$ cat config.mk
export PLATFORM = sky130hd
export DESIGN_NAME = dot_product_engine
export DESIGN_NICKNAME = d
export VERILOG_FILES = /design/src/rtl/dot_pkg.sv /design/src/rtl/dp_mac.sv /design/src/rtl/dot_product_engine.sv
export SDC_FILE = /design/constraint.sdc
export NUM_CORES = 1
export LEC_CHECK = 0
export ABC_CLOCK_PERIOD_IN_PS = 4050
export BUFFER_PORTS_ARGS = -buffer_cell sky130_fd_sc_hd__buf_4
export CAP_MARGIN = 20
export CORE_ASPECT_RATIO = 1.75
export CORE_MARGIN = 3
export CORE_UTILIZATION = 45
export DETAILED_ROUTE_END_ITERATION = 10
export PLACE_DENSITY = 0.72
export SYNTH_ARGS = -nofsm -noshare
export SYNTH_HDL_FRONTEND = slang
export SYNTH_HIERARCHICAL = 1
export SYNTH_SLANG_ARGS = --single-unit
$ cat constraint.sdc
create_clock -name clk -period 4.05 [get_ports clk]
set_input_delay 0.6075 -clock clk [delete_from_list [all_inputs] [get_ports clk]]
set_output_delay 0.6075 -clock clk [all_outputs]
set_load 0.01 [all_outputs]
$ cat src/rtl/dot_pkg.sv
// Shared definitions for the dot-product engine and its downstream writer.
package dot_pkg;

    localparam int unsigned DEF_DATA_WIDTH   = 8;
    localparam int unsigned DEF_VECTOR_WIDTH = 4;
    localparam int unsigned DEF_ADDR_WIDTH   = 6;

    typedef enum logic [2:0] {
        StIdle    = 3'd0,
        StFetch   = 3'd1,
        StDrain   = 3'd2,
        StWaitWr  = 3'd3,
        StOutput  = 3'd4,
        StDone    = 3'd5
    } state_t;

    // Accumulator width that can hold vw full-width products without overflow.
    function automatic int unsigned result_width(input int unsigned dw, input int unsigned vw);
        return 2 * dw + $clog2(vw);
    endfunction

endpackage

$ cat src/rtl/dp_mac.sv
// Registered unsigned multiply-accumulate with synchronous clear and enable.
module dp_mac #(
    parameter int unsigned DATA_WIDTH   = 8,
    parameter int unsigned RESULT_WIDTH = 18
) (
    input  logic                    clk,
    input  logic                    rst,
    input  logic                    i_clear,
    input  logic                    i_en,
    input  logic [DATA_WIDTH-1:0]   i_a,
    input  logic [DATA_WIDTH-1:0]   i_b,
    output logic [RESULT_WIDTH-1:0] o_acc
);

    localparam int unsigned PROD_WIDTH = 2 * DATA_WIDTH;

    logic [PROD_WIDTH-1:0]   w_prod;
    logic [RESULT_WIDTH-1:0] r_acc;

    assign w_prod = PROD_WIDTH'(i_a) * PROD_WIDTH'(i_b);

    // Clear wins over enable so a new job never inherits a stale sum.
    always_ff @(posedge clk or posedge rst) begin
        if (rst) begin
            r_acc <= '0;
        end else if (i_clear) begin
            r_acc <= '0;
        end else if (i_en) begin
            r_acc <= r_acc + RESULT_WIDTH'(w_prod);
        end
    end

    assign o_acc = r_acc;

endmodule

$ cat src/rtl/dot_product_engine.sv
// Fetches VECTOR_WIDTH operand pairs, accumulates their products and hands
// the sum to the downstream writer with a valid/done pulse pair.
module dot_product_engine
    import dot_pkg::*;
#(
    parameter int unsigned DATA_WIDTH   = DEF_DATA_WIDTH,
    parameter int unsigned VECTOR_WIDTH = DEF_VECTOR_WIDTH,
    parameter int unsigned ADDR_WIDTH   = DEF_ADDR_WIDTH,
    parameter int unsigned RESULT_WIDTH = result_width(DATA_WIDTH, VECTOR_WIDTH)
) (
    input  logic                    clk,
    input  logic                    rst,
    input  logic                    start,
    input  logic [ADDR_WIDTH-1:0]   base_address,
    output logic                    read_en,
    output logic [ADDR_WIDTH-1:0]   read_address,
    input  logic [DATA_WIDTH-1:0]   data_out_a,
    input  logic [DATA_WIDTH-1:0]   data_out_b,
    input  logic                    writer_busy,
    output logic [RESULT_WIDTH-1:0] dot_product_result,
    output logic                    result_valid,
    output logic                    processing_done,
    output logic                    engine_busy,
    output logic [2:0]              result_count
);

    localparam int unsigned IDX_WIDTH = $clog2(VECTOR_WIDTH);
    localparam logic [IDX_WIDTH-1:0] LAST_IDX = IDX_WIDTH'(VECTOR_WIDTH - 1);

    state_t                  r_state;
    state_t                  w_state_next;
    logic [ADDR_WIDTH-1:0]   r_base;
    logic [IDX_WIDTH-1:0]    r_idx;
    logic                    r_rd_valid;
    logic [2:0]              r_count;
    logic                    w_accept;
    logic                    w_fetch;
    logic [ADDR_WIDTH-1:0]   w_addr;

    assign w_accept = (r_state == StIdle) && start;
    assign w_fetch  = (r_state == StFetch);
    // Address wraps naturally at the ADDR_WIDTH boundary.
    assign w_addr   = r_base + ADDR_WIDTH'(r_idx);

    // State register.
    always_ff @(posedge clk or posedge rst) begin
        if (rst) begin
            r_state <= StIdle;
        end else begin
            r_state <= w_state_next;
        end
    end

    // Job setup, element index and the read-data valid delay line.
    always_ff @(posedge clk or posedge rst) begin
        if (rst) begin
            r_base     <= '0;
            r_idx      <= '0;
            r_rd_valid <= 1'b0;
        end else begin
            r_rd_valid <= w_fetch;
            if (w_accept) begin
                r_base <= base_address;
                r_idx  <= '0;
            end else if (w_fetch) begin
                r_idx <= r_idx + 1'b1;
            end
        end
    end

    // Count of issued results, wraps modulo 8.
    always_ff @(posedge clk or posedge rst) begin
        if (rst) begin
            r_count <= '0;
        end else if (r_state == StOutput) begin
            r_count <= r_count + 3'd1;
        end
    end

    // Next-state logic.
    always_comb begin
        w_state_next = r_state;
        unique case (r_state)
            StIdle:   if (start) w_state_next = StFetch;
            StFetch:  if (r_idx == LAST_IDX) w_state_next = StDrain;
            StDrain:  w_state_next = writer_busy ? StWaitWr : StOutput;
            StWaitWr: if (!writer_busy) w_state_next = StOutput;
            StOutput: w_state_next = StDone;
            StDone:   w_state_next = StIdle;
            default:  w_state_next = StIdle;
        endcase
    end

    // Accumulator stays untouched after the drain, so it doubles as the held result.
    dp_mac #(
        .DATA_WIDTH   (DATA_WIDTH),
        .RESULT_WIDTH (RESULT_WIDTH)
    ) u_mac (
        .clk     (clk),
        .rst     (rst),
        .i_clear (w_accept),
        .i_en    (r_rd_valid),
        .i_a     (data_out_a),
        .i_b     (data_out_b),
        .o_acc   (dot_product_result)
    );

    assign read_en         = w_fetch;
    assign read_address    = w_fetch ? w_addr : '0;
    assign result_valid    = (r_state == StOutput);
    assign processing_done = (r_state == StDone);
    assign engine_busy     = (r_state != StIdle);
    assign result_count    = r_count;

endmodule
==> summary.md, run 1 <==
| Metric | Value |
|---|---|
| Outcome | finished, violations left |
| Failing checks | negative setup slack |
| Synth Area per Inst | 8.966 um^2 |
| Syn Std Cell Area | 0.004277 mm^2 |
| Slowest stage delay, CP | 0.53 ns |
| RSZ-0062 raised after global routing | true |
| Starting Density | 0.4673 |
| CTS tree | done |
| Seq/Total Area, Yosys | 0.1931 |
| DRC violations left | 0 |
| Clock latency at the later pin of the worst-skew pair | 0.28 ns |
| Post-Synthesis Cells | 477 |
| Die area | 0.01076 mm^2 |
| Startpoint types | primary input |
| H-tree depth | 2 |
| CP Class | in -> reg |
| Period utilisation layout | 1.016 |
| Crit. End Element | flip-flop |
| Final core utilization | 0.6349 |
| Clk buf depth | 2 |
| Final hold slack | 0.3929 ns |
| CTS buffer count | 5 |
| Clock Skew | 0.004408 ns |
| Initial DRC Count | 88 |
| Asr flop ratio synth | 1.000 |
| Die Width | 79.69 um |
| Worst-path cell chain | buf_6 -> nand2_1 -> fa_1 -> fa_1 -> inv_1 -> fa_1 -> inv_2 -> fa_1 -> inv_2 -> ha_4 -> o21a_1 -> o31ai_4 -> a21oi_2 -> a221oi_2 -> buf_4 -> a221o_1 |
| Cell mode on critical path | fa_1 |
| Largest family of logic cells by synthesized area | adder cells |
| Crit path time final | 4.116 ns |
| Vias per inst | 5.097 |
| # port buffers | 56 |
| Clock Tree Root | clkbuf_16 |
| Share of layout cells above drive strength 1 | 0.3579 |
| Worst slew margin | 0.4983 |
| Area share of fa/ha/maj cells after synthesis | 0.3675 |
| Synth Area in XOR/XNOR | 0.02048 |
| First-pass GRT wire length | 17.41 mm |
| Setup ws final | -0.06570 ns |
| Core Rows | 46 |
| Aggregate global routing overflow | 0 |
| Synth Register Bits | 33 |
| CTS clock-pin slew for the worst setup and hold paths | 0.06 ns |
| Initial antenna violation count | 0 |
| R2R Path Start | u_mac/o_acc[7] |
| Worst-Margin Slew | 0.7517 ns |
| Post-synthesis mux area share | 0.03218 |
| Slew Viols, Final | 0 |
| Multi-input gate area | 0.003338 mm^2 |
| Layout overhead on the synthesized area | 35.87% |
| Crit-path max FO | 6 |
| Critical Path Start | data_out_a[2] |
| Count leader, synth | inv_1 |
| CP Data Required Time | 4.21 ns |
| ANT cells | 0 |
| Vias in the first global route | 3,866 |
| Top cells by area, synth | fa_1 24%, dfrtp_1 19%, ha_1 13%, inv_1 9.0%, and2_1 5.4% |
| Sink Count | 33 |
| Register Area | 825.8 um^2 |
| Drt pass-1 iters | 4 |
| Vias after detailed routing | 3,588 |
| Top-area cell type share of the netlist area | 0.2387 |
| Largest net degree at the start of global routing | 25 |
| Min-delay worst type | in -> async |
| Synth cell count leaders | 102 x inv_1, 51 x fa_1, 45 x nand2_1, 44 x ha_1, 37 x and2_1 |
| Post-Synth Simple-Gate Area | 0.1779 |
| Count of cell types in the netlist | 50 |
| GPL Wtd Cong | 0.8692 |
| Final setup viols | 6 |
| Synth area leader | fa_1 |
| Post-synth top flop | dfrtp_1 |
| Synth Area in Compound Gates | 0.1027 |
| FMAX | 243.0 MHz |
| Final Hold Viols | 0 |
| Post-synth EDFFs | 0 |
| GRT Total Usage | 0.2027 |
| Yosys warns | 6 |
| Crit path max-delay cell type | fa_1 |
| Routed wire per std cell | 15.05 um |
| CP bufs+invs | 5 |
| CP top delay family | adder cells |
| Antenna Nets Post-Route | 0 |
| Syn nets | 598 |
| Ports | 57 |
| Fillers | 710 |
| Core box area | 0.009151 mm^2 |
| HPWL after detailed placement | 8.401 mm |
| Post-Route WL | 10.59 mm |
| MaxCap Viol Count | 0 |
| DIE HEIGHT | 135.0 um |
| Final net count | 704 |
| CP Data Arrival Time | 4.28 ns |
-- cells by family (layout without fill, tap and decap cells) --
family,Yosys count,in the layout
AND/OR/NAND/NOR,146,146
buffers and inverters,117,224
adder cells (fa/ha/maj),95,95
AO/OA/AOI/OAI,63,63
flip-flops,33,33
multiplexers,13,13
XOR/XNOR,10,10
-- cell type report --
cell class / count / area share
multi-input combinational: 327 / 0.5745
timing repair buffer: 113 / 0.1615
sequential: 33 / 0.1421
inverter: 103 / 0.06654
tap: 120 / 0.02584
clock buffer: 5 / 0.02153
clock inverter: 3 / 0.007967
-- cells in the final DEF (no fill, tap or decap), types with 3 or more instances in the layout --
cell        n
buf_4      97
inv_1      86
fa_1       44
ha_1       35
nand2_1    34
dfrtp_1    33
and2_1     28
nor2_1     25
inv_2      17
buf_6      12
a21oi_1    11
nand2_2     9
and2_4      9
ha_4        9
o21ai_0     8
nand3_1     8
a21oi_2     7
mux2i_1     7
fa_2        7
mux2_2      6
xnor2_1     6
nand2b_1    6
clkbuf_16   5
nand3b_1    4
o22ai_1     4
or3_1       4
xor2_1      3
a21o_1      3
buf_12      3
a211oi_1    3
o21a_1      3
-- metrics by stage --
stage          instance area (um^2)  setup slack (ns)  TNS [ns]  std cells
2_1_floorplan                  4427           -0.1413   -0.2177        477
3_3_place_gp                   5219           -0.4244    -3.112        682
3_5_place_dp                   5219           -0.4719    -3.486        682
4_1_cts                        5564           -0.1008   -0.2087        697
5_1_grt                        5811           -0.2013    -1.071        704
6_report                       5811          -0.06570   -0.1961        704
-- final timing paths --
kind | slack [ns] | endpoint | cells after the start
worst max-delay path | -0.07 | u_mac/o_acc[15] | 16
worst min-delay path | 0.39 | r_idx[0] | 2
worst max register to register | 0 | u_mac/o_acc[15] | 15
worst min register to register | 0.48 | result_count[2] | 1
max in group asynchronous | 3.10 | u_mac/o_acc[16] | 2
min in group clk | 0.48 | result_count[2] | 1
-- repair_timing --
| action | in CTS | in global routing |
|---|---|---|
| hold buffers | 0 | 0 |
| cloned | 0 | 0 |
| setup endpoints to repair | 9 | 10 |
| resized for setup | 30 | 56 |
| pin swaps | 35 | 44 |
| buffers inserted | 7 | 7 |
-- flip-flops by register name, indices dropped and copies added (netlist names) --
signal,count
u_mac/o_acc,18
r_idx,2
r_state,3
result_count,3
r_rd_valid,1
r_base,6
-- per-layer routing --
metal,vias up,share of wire,global-route usage
met2,74,0.57,0.4019
met4,0,0.026,0.07648
met1,1778,0.38,0.2127
met5,-,0,0
li1,1717,-,-
met3,19,0.029,0.01669
Power of run 1 is left out: the tool's default activity adds up to more than one toggle a clock period on the data nets, which glitch-free logic cannot reach.
==> run 2: changes to the inputs <==
Settings changed: CORE_ASPECT_RATIO 1.75 to 1.2.
==> summary.md, run 2 (synthesis gave the netlist of run 1 again) <==
| Metric | Value |
|---|---|
| R2R Path Start | u_mac/o_acc[7] (unchanged) |
| Final core utilization | 0.6198 (was 0.6349) |
| CP Data Required Time | 4.23 ns (was 4.21 ns) |
| Cell mode on critical path | fa_1 (unchanged) |
| FMAX | 241.6 MHz (was 243.0 MHz) |
| GRT Total Usage | 0.1987 (was 0.2027) |
| Ports | 57 (unchanged) |
| Clock Skew | 0.006987 ns (was 0.004408 ns) |
| H-tree depth | 2 (unchanged) |
| HPWL after detailed placement | 8.096 mm (was 8.401 mm) |
| Vias per inst | 4.991 (was 5.097) |
| Period utilisation layout | 1.022 (was 1.016) |
| # port buffers | 56 (unchanged) |
| Crit-path max FO | 7 (was 6) |
| Antenna Nets Post-Route | 0 (unchanged) |
| Die area | 0.01071 mm^2 (was 0.01076 mm^2) |
| Commonest non-fill, non-tap cell in the layout | buf_4 (unchanged) |
| Final Hold Viols | 0 (unchanged) |
| Vias after detailed routing | 3,479 (was 3,588) |
| R2R setup slack | 0.01 ns (was 0 ns) |
| Most frequent cells in the layout | 97 x buf_4, 90 x inv_1, 43 x fa_1, 38 x nand2_1, 33 x dfrtp_1 (was 97 x buf_4, 86 x inv_1, 44 x fa_1, 35 x ha_1, 34 x nand2_1) |
| First-pass GRT wire length | 17.00 mm (was 17.41 mm) |
| Crit path max-delay cell type | fa_1 (unchanged) |
| Slew Viols, Final | 0 (unchanged) |
| Post-Route WL | 10.40 mm (was 10.59 mm) |
| Crit path time final | 4.140 ns (was 4.116 ns) |
| Aggregate global routing overflow | 0 (unchanged) |
| Layout overhead on the synthesized area | 32.30% (was 35.87%) |
| ANT cells | 0 (unchanged) |
| Worst slew margin | 0.4371 (was 0.4983) |
| Setup Total Neg Slack | -0.1686 ns (was -0.1961 ns) |
| Drt pass-1 iters | 4 (unchanged) |
| CTS buffer count | 5 (unchanged) |
| GPL Wtd Cong | 0.9537 (was 0.8692) |
| CTS Hold Bufs | 0 (unchanged) |
| Outcome | finished, violations left (unchanged) |
| DIE HEIGHT | 112.8 um (was 135.0 um) |
| Min-delay worst type | in -> async (unchanged) |
| Die Width | 94.99 um (was 79.69 um) |
| Worst-path cell chain | buf_12 -> and2_4 -> fa_1 -> fa_1 -> fa_1 -> inv_1 -> fa_1 -> inv_2 -> ha_4 -> a21o_1 -> nor3_2 -> a21oi_2 -> a221oi_2 -> nor3_1 -> a221o_1 (was buf_6 -> nand2_1 -> fa_1 -> fa_1 -> inv_1 -> fa_1 -> inv_2 -> fa_1 -> inv_2 -> ha_4 -> o21a_1 -> o31ai_4 -> a21oi_2 -> a221oi_2 -> buf_4 -> a221o_1) |
| Failing checks | negative setup slack (unchanged) |
| Crit. End Element | flip-flop (unchanged) |
| Worst-Margin Slew | 0.8434 ns (was 0.7517 ns) |
| Starting Density | 0.4685 (was 0.4673) |
| Share of layout cells above drive strength 1 | 0.3362 (was 0.3579) |
| Startpoint types | primary input (unchanged) |
| CTS tree | done (unchanged) |
| Slowest stage delay, CP | 0.56 ns (was 0.53 ns) |
| RSZ-0062 raised after global routing | true (unchanged) |
| Routed wire per std cell | 14.92 um (was 15.05 um) |
| R2R Path End | u_mac/o_acc[15] (unchanged) |
| Final setup viols | 6 (unchanged) |
| Initial DRC Count | 173 (was 88) |
| DRC violations left | 0 (unchanged) |
| Initial antenna violation count | 0 (unchanged) |
| Sink Count | 33 (unchanged) |
| CP Class | in -> reg (unchanged) |
| Vias in the first global route | 3,667 (was 3,866) |
| CTS clock-pin slew for the worst setup and hold paths | 0.07 ns (was 0.06 ns) |
| Clock Tree Root | clkbuf_8 (was clkbuf_16) |
| Core box area | 0.009129 mm^2 (was 0.009151 mm^2) |
| Setup ws final | -0.08960 ns (was -0.06570 ns) |
| Clk buf depth | 2 (unchanged) |
| Final net count | 697 (was 704) |
| Max FFs per register | 18 (unchanged) |
| Largest net degree at the start of global routing | 31 (was 25) |
| FF-to-FF path depth | 15 (unchanged) |
| Final hold slack | 0.3714 ns (was 0.3929 ns) |
| MaxCap Viol Count | 0 (unchanged) |
| Clock latency at the later pin of the worst-skew pair | 0.29 ns (was 0.28 ns) |
| Core Rows | 38 (was 46) |
| CP Data Arrival Time | 4.31 ns (was 4.28 ns) |
-- run 2: changes by cell type in the layout (fill, tap and decap cells not counted), sizes merged --
cell      previous run  this run
bufinv               1         0
clkbuf               5         6
clkinvlp             1         0
buf                113       106
clkinv               1         2
-- run 2: critical path: cells and delay by family --
family / cells / cell delay (ns)
fa+ha+maj: 5 / 2.21
compound gates: 4 / 0.85
simple gates: 3 / 0.45
buf+inv: 3 / 0.21
-- run 2: repair_timing --
action,CTS,global route
hold endpoints to repair,0,0
gates resized for setup,28,44
buffers inserted,3,6
endpoints found under the setup margin,8,9
pin swaps,36,40
-- run 2: worst max path at each step --
stage / startpoint / to / cells past startpoint
finish: data_out_a[3] / u_mac/o_acc[15] / 15
global route: data_out_a[3] / u_mac/o_acc[15] / 15
CTS: data_out_b[7] / u_mac/o_acc[15] / 15
detailed placement: data_out_a[3] / u_mac/o_acc[12] / 17
global placement: data_out_a[3] / u_mac/o_acc[15] / 15
floorplan: data_out_a[5] / u_mac/o_acc[15] / 14
-- run 2: cell type report --
cell class	instances	area, um^2
clock buffers	6	72.57
repair buffers	106	854.6
well taps	120	150.1
fillers	760	3471
inverters	103	386.6
clock inverters	2	10.01
multi-input cells	327	3358
flip-flops and latches	33	825.8
-- run 2: metrics by stage --
step / worst slack (ns) / std cells / cell area, um^2
after global routing: -0.2381 / 697 / 5658
after floorplan: -0.1413 / 477 / 4427
after detailed placement: -0.4652 / 682 / 5219
after CTS: -0.05726 / 691 / 5401
after global placement: -0.3950 / 682 / 5219
final: -0.08960 / 697 / 5658
-- run 2: layer usage --
| metal | vias to the layer above | routed length [um] | global-route usage |
|---|---|---|---|
| met1 | 1677 | 4272 | 0.2450 |
| met3 | 13 | 413 | 0.02992 |
| met4 | 0 | 134 | 0.04716 |
| li1 | 1698 | - | - |
| met2 | 91 | 5581 | 0.3608 |
| met5 | - | 0 | 0 |
Power of run 2 is left out for the same reason.
